<file path="src/rtl/stream_demux_pkg.sv">
`default_nettype none
// ============================================================================
// Module   : stream_demux_pkg
// Brief    : Shared types, default widths and sel clamping helper for the
//            stream_demux 1:N packet router.
// Revision : 1.0 - initial release
// ============================================================================
package stream_demux_pkg;

  localparam int DEF_N_OUT = 4;
  localparam int DEF_DW    = 8;

  // DROP is reachable only when DEMUX_ERR_EN is defined.
  typedef enum logic [1:0] {
    IDLE  = 2'd0,
    ROUTE = 2'd1,
    DROP  = 2'd2
  } state_t;

  // Out-of-range selects collapse onto the highest channel.
  function automatic int clamp_sel(input int sel, input int n_out);
    return (sel >= n_out) ? (n_out - 1) : sel;
  endfunction

endpackage
`default_nettype wire

</file>
<file path="src/rtl/demux_slot.sv">
`default_nettype none
// ============================================================================
// Module   : demux_slot
// Brief    : One-entry output register stage for a single demux channel.
//            Can load and drain in the same cycle; free tells the router
//            whether a new beat may be written this cycle.
// Revision : 1.0 - initial release
// ============================================================================
module demux_slot
  import stream_demux_pkg::*;
#(
  parameter int DW = DEF_DW
) (
  input  logic          clk,
  input  logic          rst_n,
  input  logic          load,
  input  logic [DW-1:0] din,
  input  logic          lin,
  output logic          m_valid,
  input  logic          m_ready,
  output logic [DW-1:0] m_data,
  output logic          m_last,
  output logic          free
);

  assign free = !m_valid | m_ready;

  // Hold the beat until the consumer takes it; data/last only change on load.
  always_ff @(posedge clk or negedge rst_n) begin
    if (!rst_n) begin
      m_valid <= 1'b0;
      m_data  <= '0;
      m_last  <= 1'b0;
    end else begin
      if (load) begin
        m_valid <= 1'b1;
        m_data  <= din;
        m_last  <= lin;
      end else if (m_ready) begin
        m_valid <= 1'b0;
      end
    end
  end

endmodule
`default_nettype wire

</file>
<file path="src/rtl/stream_demux.sv">
`default_nettype none
// ============================================================================
// Module   : stream_demux
// Brief    : Routes one valid/ready byte stream to one of N_OUT registered
//            output channels. The destination is taken from sel on the first
//            beat of a packet and held until the beat carrying last.
//            Optional macro DEMUX_ERR_EN: out-of-range sel drops the packet
//            and pulses err instead of clamping to channel N_OUT-1.
// Revision : 1.0 - initial release
// ============================================================================
module stream_demux
  import stream_demux_pkg::*;
#(
  parameter int N_OUT = DEF_N_OUT,
  parameter int DW    = DEF_DW,
  parameter int SELW  = $clog2(N_OUT)
) (
  input  logic                clk,
  input  logic                rst_n,
  input  logic [DW-1:0]       s_data,
  input  logic                s_valid,
  input  logic                s_last,
  output logic                s_ready,
  input  logic [SELW-1:0]     sel,
  output logic [N_OUT*DW-1:0] m_data,
  output logic [N_OUT-1:0]    m_valid,
  output logic [N_OUT-1:0]    m_last,
  input  logic [N_OUT-1:0]    m_ready
`ifdef DEMUX_ERR_EN
  ,
  output logic                err
`endif
);

  state_t            r_state;
  logic [SELW-1:0]   r_lock_ch;
  logic [SELW-1:0]   w_tgt;
  logic [N_OUT-1:0]  w_free;
  logic [N_OUT-1:0]  w_load;
  logic              w_drop;
  logic              w_acc;
  logic              w_write;

  // Current target: live (clamped) sel on a first beat, locked channel after.
  always_comb begin
    w_tgt = r_lock_ch;
    if (r_state == IDLE) begin
      w_tgt = SELW'(clamp_sel(int'(sel), N_OUT));
    end
  end

`ifdef DEMUX_ERR_EN
  logic w_bad;
  assign w_bad  = (r_state == IDLE) && (int'(sel) >= N_OUT);
  assign w_drop = w_bad || (r_state == DROP);
`else
  assign w_drop = 1'b0;
`endif

  // Dropped beats are swallowed unconditionally; otherwise follow the target slot.
  assign s_ready = w_drop | w_free[w_tgt];
  assign w_acc   = s_valid & s_ready;
  assign w_write = w_acc & ~w_drop;

  // Packet framing FSM: lock the channel on a multi-beat first beat, release on last.
  always_ff @(posedge clk or negedge rst_n) begin
    if (!rst_n) begin
      r_state   <= IDLE;
      r_lock_ch <= '0;
`ifdef DEMUX_ERR_EN
      err       <= 1'b0;
`endif
    end else begin
`ifdef DEMUX_ERR_EN
      err <= w_acc & w_bad;
`endif
      case (r_state)
        IDLE: begin
          if (w_acc && !s_last) begin
            r_lock_ch <= w_tgt;
            r_state   <= w_drop ? DROP : ROUTE;
          end
        end
        ROUTE, DROP: begin
          if (w_acc && s_last) begin
            r_state <= IDLE;
          end
        end
        default: r_state <= IDLE;
      endcase
    end
  end

  for (genvar i = 0; i < N_OUT; i++) begin : g_slot
    assign w_load[i] = w_write && (w_tgt == SELW'(i));

    demux_slot #(
      .DW (DW)
    ) u_slot (
      .clk     (clk),
      .rst_n   (rst_n),
      .load    (w_load[i]),
      .din     (s_data),
      .lin     (s_last),
      .m_valid (m_valid[i]),
      .m_ready (m_ready[i]),
      .m_data  (m_data[i*DW +: DW]),
      .m_last  (m_last[i]),
      .free    (w_free[i])
    );
  end

endmodule
`default_nettype wire

</file>
<file path="config.mk">
export PLATFORM = sky130hd
export DESIGN_NAME = stream_demux
export DESIGN_NICKNAME = d
export VERILOG_FILES = /design/src/rtl/stream_demux_pkg.sv /design/src/rtl/demux_slot.sv /design/src/rtl/stream_demux.sv
export SDC_FILE = /design/constraint.sdc
export NUM_CORES = 1
export LEC_CHECK = 0
export CAP_MARGIN = 20
export CORE_UTILIZATION = 40
export CTS_CLUSTER_DIAMETER = 150
export CTS_CLUSTER_SIZE = 24
export DETAILED_ROUTE_END_ITERATION = 6
export GPL_ROUTABILITY_DRIVEN = 0
export PLACE_DENSITY = 0.79
export SLEW_MARGIN = 0
export SYNTH_ARGS = -nofsm -noshare
export SYNTH_HDL_FRONTEND = slang
export SYNTH_SLANG_ARGS = --single-unit
</file>
<file path="constraint.sdc">
create_clock -name clk -period 2.3 [get_ports clk]
set_input_delay 0.46 -clock clk [delete_from_list [all_inputs] [get_ports clk]]
set_output_delay 0.46 -clock clk [all_outputs]
set_load 0.02 [all_outputs]
</file>
==> metrics.md <==
| Metric | Value |
|---|---|
| CTS buffer count | 5 |
| Most frequent cells in the layout | 56 x clkdlybuf4s50_1, 43 x dfrtp_1, 37 x mux2_2 |
| Tmin final | 2190 ps |
| Pwr Density | 1570 mW/mm2 |
| Crit path max-delay family | multiplexers |
| GRT overflow | 0 |
| Most common cell after layout, fill and taps aside | clkdlybuf4s50_1 |
| Starting Density | 0.418 |
| Netlist cell types | 17 |
| CTS max path bufs | 2 |
| GRT Util Overall | 0.185 |
| Number of routed nets with antenna violations | 0 |
| Vias per cell | 5.02 |
| Routed WL | 3.92 mm |
| Final worst slack | 107 ps |
| Worst-path clk slew | 80 ps |
| Placed Area | 0.00247 mm2 |
| Final setup vio count | 0 |
| CP Launch Type | input port |
| Mux contribution to synthesized area | 0.288 |
| Synth Area in Simple Gates | 0.0629 |
| First-pass GRT wire length | 6.92 mm |
| Slew Limit Headroom | 0.375 |
| Core ar. | 0.00438 mm2 |
| Antenna violations before repair | 0 |
| DIE WIDTH | 69.7 um |
| Post-route cell area | 0.00257 mm2 |
| Mapped Nets | 139 |
| VDD IR-drop max | 0.946 mV |
| RSZ-0062 raised after global routing | no |
| Synthesized cell area | 0.00183 mm2 |
| Worst-path fanout max | 3 |
| Clk_lat worst skew | 290 ps |
| YS warnings | 0 |
| Clock power share | 0.137 |
| H-Tree Depth | 2 |
| Clk sinks | 43 |
| # DRC | 0 |
| I/O Buffers | 58 |
| Synth Area in XOR/XNOR | 0 |
| Cell taking the most area after synthesis | dfrtp_1 |
| Number of synthesized flops with an enable pin | 0 |
| Ranking of synthesized cells by area | dfrtp_1 59%, mux2_2 23%, buf_4 3.3%, nand4_2 2.7%, mux2i_4 2.5% |
| Cells after synthesis | 121 |
| Die area | 0.00485 mm2 |
| Slew Limit Fails | 0 |
| Buf/Inv on CP | 2 |
| CP max stage cell | clkdlybuf4s50_1 |
| Tcrit/Tclk final | 0.953 |
| Row cnt | 24 |
| Clock root cell | clkbuf_8 |
| Worst hold path type | in -> async |
| Die height | 69.7 um |
| Main synth FF type | dfrtp_1 |
| Worst-Margin Slew | 938 ps |
| P_leak | 0.00111 uW |
| DR WL/cell | 16.5 um |
| CTS tree | yes |
| DRT Pass-1 Iters | 4 |
| Pre-CTS setup slack | -333 ps |
| CTS Hold Bufs | 0 |
| Internal cell power | 2590 uW |
| Sw frac | 0.358 |
| Syn-to-layout area delta | 40.3% |
| Average cell area after synthesis | 15.1 um2 |
| Final core utilization | 0.586 |
| Vias post-DR | 1194 |
| Crit path DAT | 1730 ps |
| Vias in the first global route | 1354 |
| Post-synth ARST share | 1.00 |
| Setup Crit Path Kind | in -> out |
| First DRT Iteration DRCs | 47 |
| Clock skew | 3.04 ps |
| Complex-gate fraction of the synthesized area | 0.0157 |
| Synth Area in Adders | 0 |
| Fmax | 456 MHz |
| Main combinational cell family by area after synthesis | multiplexers |
| Fin nets | 204 |
| Sequential share of the synthesized area | 0.588 |
| Gate power share | 0.529 |
| Share of post-route cells with drive strength above 1 | 0.333 |
| CP Cell Sequence | clkdlybuf4s50_1 -> mux2_4 -> mux2i_4 -> mux2i_1 -> buf_2 |
| Detailed Place HPWL | 2.78 mm |
| Critical path data required time | 1840 ps |
| Final Hold Fails | 0 |
| Critical Path Max Stage Delay | 440 ps |
| CP endpoint kind | output pin |
| N_diodes | 0 |
| Register bit total from synthesis | 43 |
| R2R Setup Slk | 380 ps |
| I/O pin cnt | 59 |
| Sequential share of power | 0.334 |
| Max cap viols | 0 |
| Yosys top cell area share | 0.588 |
| Status | completed |
| Switching power | 1440 uW |
| Largest net degree at the start of global routing | 44 |
-- power by group through the flow --
stage               Sequential (uW)  Clock (uW)  Combinational [uW]
CTS                            1350         574                2160
global route                   1400         604                2280
detailed placement             1360           0                2160
floorplan                      1680           0                 900
global placement               1330           0                2110
finish                         1350         554                2140
-- cell families after synthesis --
kind of cell | Yosys count
mux | 45
compound gates | 4
simple gates | 17
flops | 43
buf+inv | 12
-- sequential cells by signal, indices dropped and copies added, names as in the netlist --
register / count
g_slot.u_slot.m_last: 4
r_state: 1
r_lock_ch: 2
g_slot.u_slot.m_data: 32
g_slot.u_slot.m_valid: 4
-- timing repair --
action	4_1_cts	5_1_grt
endpoints found under the setup margin	1	0
resized for setup	4	0
setup buffers	0	0
-- synthesized netlist by cell type, types with 2 or more instances --
master    number
dfrtp_1       43
mux2_2        37
buf_4          8
nand2_1        7
nand2b_1       5
mux2i_1        4
nand4_2        4
inv_1          2
mux2i_4        2
o22ai_1        2
-- cell type report --
cell class / count / area, um2
clock inverter: 1 / 30.0
multi-input combinational: 66 / 672
fill: 345 / 1820
sequential: 43 / 1080
timing repair buffer: 68 / 646
inverter: 2 / 7.51
clock buffer: 6 / 72.6
tap: 52 / 65.1
-- worst reg2reg max path, stage by stage, from the launching register on --
cell and delay [ps]:
dfrtp_1 390, buf_4 160, mux2i_1 410, nand4_2 430
mux2_2 420
-- final timing paths --
path	startpoint	cells after the start	to
min in group clk	g_slot[0].u_slot.m_last	1	g_slot[0].u_slot.m_last
worst min register to register	g_slot[0].u_slot.m_last	1	g_slot[0].u_slot.m_last
max in group asynchronous	rst_n	1	g_slot[1].u_slot.m_data[1]
worst min-delay path	rst_n	1	g_slot[0].u_slot.m_data[0]
worst max register to register	r_state[0]	4	g_slot[0].u_slot.m_data[4]
worst max-delay path	sel[0]	5	s_ready
-- metrics by stage --
step	setup TNS, ps	total power, uW	cells	hold slack [ps]
after floorplan	0	2580	121	164
after detailed placement	-333	3520	231	494
after global placement	-324	3450	231	487
after global routing	0	4280	238	378
final	0	4040	238	309
after CTS	0	4090	238	329
-- layer usage --
metal / vias up / share of wire / global-route usage
met5: - / 0 / 0
met4: 0 / 0.011 / 0.0600
met3: 6 / 0.088 / 0.0654
met2: 48 / 0.48 / 0.304
met1: 590 / 0.42 / 0.228
li1: 550 / - / -
No activity file was read; power rests on OpenSTA's default activity.
